[config.mk]
export PLATFORM = sky130hd
export DESIGN_NAME = seq_cam_param_flat
export DESIGN_NICKNAME = d
export VERILOG_FILES = /design/src/rtl/seq_cam_pkg.sv /design/src/rtl/seq_cam_if.sv /design/src/rtl/seq_cam_prio_enc.sv /design/src/rtl/seq_cam_param.sv /design/src/flat_wrapper.sv
export SDC_FILE = /design/constraint.sdc
export NUM_CORES = 1
export LEC_CHECK = 0
export CAP_MARGIN = 20
export CORE_AREA = 2 2 62 123
export DETAILED_ROUTE_END_ITERATION = 10
export DIE_AREA = 0 0 64 125
export PLACE_DENSITY = 0.87
export SYNTH_ARGS = -nofsm -noshare
export SYNTH_HDL_FRONTEND = slang
export SYNTH_SLANG_ARGS = --single-unit
[constraint.sdc]
create_clock -name clk -period 4.87 [get_ports clk]
set_input_delay 1.2175 -clock clk [delete_from_list [all_inputs] [get_ports clk]]
set_output_delay 1.2175 -clock clk [all_outputs]
set_load 0.01 [all_outputs]
[src/rtl/seq_cam_pkg.sv]
// Shared constants and helpers for the sequential CAM.
package seq_cam_pkg;

    localparam int DEF_NUM_ENTRIES = 8;
    localparam int DEF_DATA_WIDTH  = 8;

    // Index width for an n-entry array; never narrower than one bit.
    function automatic int idx_width(input int n);
        return (n > 1) ? $clog2(n) : 1;
    endfunction

endpackage

[src/rtl/seq_cam_if.sv]
// Request/response bundle for the CAM. The master side drives updates and
// searches; the slave side (the CAM) returns search results and the valid count.
// Optional feature: SEQ_CAM_MASK_EN adds the per-bit search_mask.
interface seq_cam_if
    import seq_cam_pkg::*;
#(
    parameter int NUM_ENTRIES = DEF_NUM_ENTRIES,
    parameter int DATA_WIDTH  = DEF_DATA_WIDTH
);
    localparam int IW = idx_width(NUM_ENTRIES);

    logic                   write_en;
    logic [IW-1:0]          write_addr;
    logic [DATA_WIDTH-1:0]  write_data;
    logic                   inv_en;
    logic [IW-1:0]          inv_addr;
    logic                   clear_all;
    logic                   search_en;
    logic [DATA_WIDTH-1:0]  search_data;
`ifdef SEQ_CAM_MASK_EN
    logic [DATA_WIDTH-1:0]  search_mask;
`endif
    logic                   resp_val;
    logic [NUM_ENTRIES-1:0] resp_match;
    logic                   resp_hit;
    logic [IW-1:0]          resp_idx;
    logic [IW:0]            num_valid;

    modport master (
        output write_en, write_addr, write_data, inv_en, inv_addr, clear_all,
               search_en, search_data,
`ifdef SEQ_CAM_MASK_EN
               search_mask,
`endif
        input  resp_val, resp_match, resp_hit, resp_idx, num_valid
    );

    modport slave (
        input  write_en, write_addr, write_data, inv_en, inv_addr, clear_all,
               search_en, search_data,
`ifdef SEQ_CAM_MASK_EN
               search_mask,
`endif
        output resp_val, resp_match, resp_hit, resp_idx, num_valid
    );

endinterface

[src/rtl/seq_cam_prio_enc.sv]
// Lowest-index-wins priority encoder over the CAM match vector.
module seq_cam_prio_enc
    import seq_cam_pkg::*;
#(
    parameter int NUM_ENTRIES = DEF_NUM_ENTRIES,
    localparam int IW         = idx_width(NUM_ENTRIES)
) (
    input  logic [NUM_ENTRIES-1:0] req,
    output logic                   hit,
    output logic [IW-1:0]          idx
);

    // Scan from the top down so the lowest set bit is the last one to land.
    always_comb begin
        idx = '0;
        for (int i = NUM_ENTRIES - 1; i >= 0; i--) begin
            if (req[i]) idx = IW'(i);
        end
    end

    assign hit = |req;

endmodule

[src/rtl/seq_cam_param.sv]
// Sequential CAM: one-cycle registered search, write/invalidate/clear-all
// updates and a live valid-entry count. Searches see the state from before
// the same edge's updates.
// Optional feature: define SEQ_CAM_MASK_EN for a per-bit don't-care mask.
module seq_cam_param
    import seq_cam_pkg::*;
#(
    parameter int NUM_ENTRIES = DEF_NUM_ENTRIES,
    parameter int DATA_WIDTH  = DEF_DATA_WIDTH
) (
    input  logic      clk,
    input  logic      reset,
    seq_cam_if.slave  bus
);
    localparam int IW = idx_width(NUM_ENTRIES);
    localparam int CW = IW + 1;

    logic [DATA_WIDTH-1:0]  mem [NUM_ENTRIES];
    logic [NUM_ENTRIES-1:0] valid_q;
    logic [NUM_ENTRIES-1:0] valid_d;
    logic [CW-1:0]          cnt_d;
    logic [CW-1:0]          num_valid_q;

    logic [DATA_WIDTH-1:0]  cmp_mask;
    logic [NUM_ENTRIES-1:0] match_d;
    logic                   hit_d;
    logic [IW-1:0]          idx_d;

    logic                   resp_val_q;
    logic [NUM_ENTRIES-1:0] resp_match_q;
    logic                   resp_hit_q;
    logic [IW-1:0]          resp_idx_q;

`ifdef SEQ_CAM_MASK_EN
    assign cmp_mask = bus.search_mask;
`else
    assign cmp_mask = '1;
`endif

    // Per-entry compare against current (pre-update) contents and valid bits.
    genvar g;
    generate
        for (g = 0; g < NUM_ENTRIES; g++) begin : g_cmp
            assign match_d[g] = valid_q[g] &&
                                (((mem[g] ^ bus.search_data) & cmp_mask) == '0);
        end
    endgenerate

    seq_cam_prio_enc #(.NUM_ENTRIES(NUM_ENTRIES)) u_prio (
        .req (match_d),
        .hit (hit_d),
        .idx (idx_d)
    );

    // Next valid vector: clear_all dominates; write is applied after the
    // invalidate so it wins on a shared address.
    always_comb begin
        valid_d = valid_q;
        if (bus.inv_en)   valid_d[bus.inv_addr]   = 1'b0;
        if (bus.write_en) valid_d[bus.write_addr] = 1'b1;
        if (bus.clear_all) valid_d = '0;
    end

    // Population count of the next valid vector; cannot exceed NUM_ENTRIES.
    always_comb begin
        cnt_d = '0;
        for (int i = 0; i < NUM_ENTRIES; i++) begin
            cnt_d = cnt_d + CW'(valid_d[i]);
        end
    end

    // Entry data storage, deliberately left without reset.
    always_ff @(posedge clk) begin
        if (bus.write_en) mem[bus.write_addr] <= bus.write_data;
    end

    // Valid bits, count and registered search response.
    always_ff @(posedge clk) begin
        if (reset) begin
            valid_q      <= '0;
            num_valid_q  <= '0;
            resp_val_q   <= 1'b0;
            resp_match_q <= '0;
            resp_hit_q   <= 1'b0;
            resp_idx_q   <= '0;
        end else begin
            valid_q      <= valid_d;
            num_valid_q  <= cnt_d;
            resp_val_q   <= bus.search_en;
            resp_match_q <= bus.search_en ? match_d : '0;
            resp_hit_q   <= bus.search_en & hit_d;
            resp_idx_q   <= bus.search_en ? idx_d : '0;
        end
    end

    assign bus.resp_val   = resp_val_q;
    assign bus.resp_match = resp_match_q;
    assign bus.resp_hit   = resp_hit_q;
    assign bus.resp_idx   = resp_idx_q;
    assign bus.num_valid  = num_valid_q;

endmodule

[src/flat_wrapper.sv]
// flat-port wrapper written by rule: the top's interface ports become plain ports
module seq_cam_param_flat import seq_cam_pkg::*;
#(
    parameter int NUM_ENTRIES = DEF_NUM_ENTRIES,
    parameter int DATA_WIDTH  = DEF_DATA_WIDTH
)
  (clk, reset, bus_write_en, bus_write_addr, bus_write_data, bus_inv_en, bus_inv_addr, bus_clear_all, bus_search_en, bus_search_data, bus_resp_val, bus_resp_match, bus_resp_hit, bus_resp_idx, bus_num_valid);
  seq_cam_if #(.NUM_ENTRIES(NUM_ENTRIES), .DATA_WIDTH(DATA_WIDTH)) bus_i ();
  input  logic clk;
  input  logic reset;
  input wire logic [$bits(bus_i.write_en)-1:0] bus_write_en;
  input wire logic [$bits(bus_i.write_addr)-1:0] bus_write_addr;
  input wire logic [$bits(bus_i.write_data)-1:0] bus_write_data;
  input wire logic [$bits(bus_i.inv_en)-1:0] bus_inv_en;
  input wire logic [$bits(bus_i.inv_addr)-1:0] bus_inv_addr;
  input wire logic [$bits(bus_i.clear_all)-1:0] bus_clear_all;
  input wire logic [$bits(bus_i.search_en)-1:0] bus_search_en;
  input wire logic [$bits(bus_i.search_data)-1:0] bus_search_data;
  output wire logic [$bits(bus_i.resp_val)-1:0] bus_resp_val;
  output wire logic [$bits(bus_i.resp_match)-1:0] bus_resp_match;
  output wire logic [$bits(bus_i.resp_hit)-1:0] bus_resp_hit;
  output wire logic [$bits(bus_i.resp_idx)-1:0] bus_resp_idx;
  output wire logic [$bits(bus_i.num_valid)-1:0] bus_num_valid;
  assign bus_i.write_en = bus_write_en;
  assign bus_i.write_addr = bus_write_addr;
  assign bus_i.write_data = bus_write_data;
  assign bus_i.inv_en = bus_inv_en;
  assign bus_i.inv_addr = bus_inv_addr;
  assign bus_i.clear_all = bus_clear_all;
  assign bus_i.search_en = bus_search_en;
  assign bus_i.search_data = bus_search_data;
  assign bus_resp_val = bus_i.resp_val;
  assign bus_resp_match = bus_i.resp_match;
  assign bus_resp_hit = bus_i.resp_hit;
  assign bus_resp_idx = bus_i.resp_idx;
  assign bus_num_valid = bus_i.num_valid;
  seq_cam_param #(.NUM_ENTRIES(NUM_ENTRIES), .DATA_WIDTH(DATA_WIDTH)) u_core (.clk(clk), .reset(reset), .bus(bus_i));
endmodule
==> metrics.md <==
| Metric | Value |
|---|---|
| Run status | `completed` |
| VDD IR max | `0.240 mV` |
| Number of top-level pins | `45` |
| Grt ovf | `0` |
| Num rows | `44` |
| Worst slew margin | `61.2%` |
| Final hold slack | `0.561 ns` |
| DR pass1 iterations | `5` |
| Ys flop type | `edfxtp_1` |
| Power Density | `352 mW/mm^2` |
| Post-CTS Setup Bufs | `0` |
| CP most frequent cell | `fa_1` |
| Die ar. | `0.00800 sq mm` |
| Final hold vios | `0` |
| Crit path kind | `in2reg` |
| RD Place Congestion | `0.937` |
| RSZ-0062 raised after global routing | `no` |
| Buf+Inv Stages, Crit Path | `4` |
| Final cell count without fillers | `433` |
| Setup-failing EPs final | `0` |
| Crit path required time | `5.13 ns` |
| Commonest cells in the netlist | `64 x edfxtp_1, 33 x xnor2_1, 32 x xor2_1, 26 x nor2_1, 25 x dfxtp_1` |
| Clk_skew | `0.00549 ns` |
| Number of global-route vias before repair | `2443` |
| Fin area | `0.00459 sq mm` |
| Setup WS pre-CTS | `0.137 ns` |
| MaxCap Viol Count | `0` |
| WL final | `8050 microns` |
| Startpoint Class | `input port` |
| Crit. End Element | `register` |
| Die span in x | `64 microns` |
| Final #Nets | `371` |
| Ant diodes | `0` |
| DR iter-0 viols | `181` |
| EDFF count, synth | `64` |
| Initial cell density of the core | `53.2%` |
| Worst-path fanout max | `5` |
| Total design power | `1.61 mW` |
| Largest net degree at the start of global routing | `15` |
| Synthesized cell area | `0.00378 sq mm` |
| Register area share after synthesis | `64.1%` |
| Total global-route track usage | `22.3%` |
| Initial antenna violation count | `0` |
| First-pass GRT wire length | `12900 microns` |
| Top delay family on crit path | `adder cells` |
| Syn_nets | `319` |
| Post-layout minimum cycle time | `4.40 ns` |
| Synth area leaders | `edfxtp_1 51%, dfxtp_1 13%, xnor2_1 7.6%` |
| Vias per Instance | `5.42` |
| Synthesized flop and latch total | `89` |
| Cell taking the most area after synthesis | `edfxtp_1` |
| CTS max path bufs | `2` |
| Post_cts resized | `0` |
| Clock transition at path regs | `0.06 ns` |
| CTS tree | `done` |
| Placed Cells | `417` |
| Mapped Cells | `284` |
| Critical-path top delay cell | `clkdlybuf4s50_1` |
| Placed Area | `0.00430 sq mm` |
| Ys async rst share | `0%` |
| CTS Root Cell | `clkbuf_16` |
| Arrival time worst endpoint | `4.67 ns` |
| Core area | `0.00710 sq mm` |
| Period utilization | `90.4%` |
| Share of cells above drive strength 1 | `7.62%` |
| Fmax | `227 MHz` |
| Worst path max stage delay | `0.54 ns` |
| Clock sinks | `89` |
| Critical Path, Cell by Cell | `clkdlybuf4s50_1 > nor2b_1 > nand2_1 > a21oi_1 > nor2_1 > ha_1 > inv_1 > fa_1 > fa_1 > inv_1 > fa_1 > inv_1 > fa_1 > nor2_1` |
| Most frequent cell after synthesis | `edfxtp_1` |
| Final setup margin | `0.466 ns` |
| Slew @ Worst Pin | `0.577 ns` |
| WL/cell | `18.6 microns` |
| Type of the most critical hold path | `reg2reg` |
| Hold-fix buffers, CTS | `0` |
| Pleak | `1.57 nW` |
| Final antenna-violating net count | `0` |
| Synth warnings | `0` |
| TritonCTS buffer count | `9` |
| Area Overhead vs Synth | `21.4%` |
| # DRC | `0` |
| Die height | `125 microns` |
| Yosys top cell area share | `50.8%` |
| H-Tree Depth | `3` |
| Post-Route Utilization | `64.6%` |
| Fin Setup TNS | `0 ns` |
| Vias post-DR | `2346` |
| Max-slew violations | `0` |
| Syn Area/Cell | `13.3 sq um` |
| Port bufs | `44` |
| HPWL Detailed | `5820 microns` |
| Cell variety after synth | `32` |
| Clk_lat worst skew | `0.33 ns` |
==> layer usage <==
layer	wire length, microns	track usage (%)	part of all wire [%]	up-vias
met2	4380	38.5	54	108
met5	0	0	0	-
met3	586	6.65	7.3	23
li1	-	-	-	1096
met1	2710	22.9	34	1119
met4	370	13.8	4.6	0
==> kinds of logic after synthesis <==
logic type / synth area share, %
compound gates: 2.02
xor+xnor: 15.1
fa+ha+maj: 3.11
buf+inv: 3.18
flops: 64.1
simple gates: 12.5
==> worst register-to-register path, cell delays in order, from the launching register on <==
cell and delay [ns]:
dfxtp_1 0.32, a21oi_1 0.17, nor2_1 0.06, ha_1 0.31, inv_1 0.08, fa_1 0.42
fa_1 0.49, inv_1 0.06, fa_1 0.38, inv_1 0.08, fa_1 0.40, nor2_1 0.10
==> cell usage in the layout, fill, tap and decap left out, types with 2 or more instances in the layout <==
cell type         n
a21oi_1          10
ha_1              3
inv_1             7
or2_2             4
clkbuf_16         9
fa_1              4
clkdlybuf4s50_1  44
nand3_1           6
nand3b_1          2
nand2b_1          5
dfxtp_1          25
nor2b_1           2
nor4_1            5
xor2_1           32
xnor2_1          33
or3_1             2
nor2_1           26
nor3_1           14
nand2_1           9
buf_4             8
nand4b_1          2
clkinv_1          4
edfxtp_1         64
nand4_1           9
==> state kept, by name, indices dropped and copies added, names as in the netlist <==
| register | flops |
|---|---|
| u_core.bus.num_valid | 4 |
| u_core.bus.resp_hit | 1 |
| u_core.bus.resp_idx | 3 |
| u_core.bus.resp_match | 8 |
| u_core.bus.resp_val | 1 |
| u_core.mem | 64 |
| u_core.valid_q | 8 |
==> layout make-up <==
class	count	area (sq um)
Tap cell	92	115
Fill cell	499	2510
Multi-Input combinational cell	177	1240
Inverter	7	26.3
Clock inverter	7	61.3
Timing Repair Buffer	52	500
Clock buffer	9	225
Sequential cell	89	2420
==> final timing paths <==
kind	from	endpoint	slack (ns)	cells past startpoint
setup reg to reg	u_core.valid_q[0]	u_core.bus.num_valid[1]	1.94	11
hold reg to reg	u_core.valid_q[1]	u_core.bus.resp_match[1]	0.56	2
setup / recovery	bus_inv_en	u_core.bus.num_valid[1]	0.47	14
hold / removal	u_core.valid_q[1]	u_core.bus.resp_match[1]	0.56	2
==> power by group <==
group,switching [mW],internal [mW]
clock,0.261,0.391
sequential,0.00820,0.832
combinational,0.0671,0.0546
total,0.337,1.28
(Power assumes the default switching activity.)
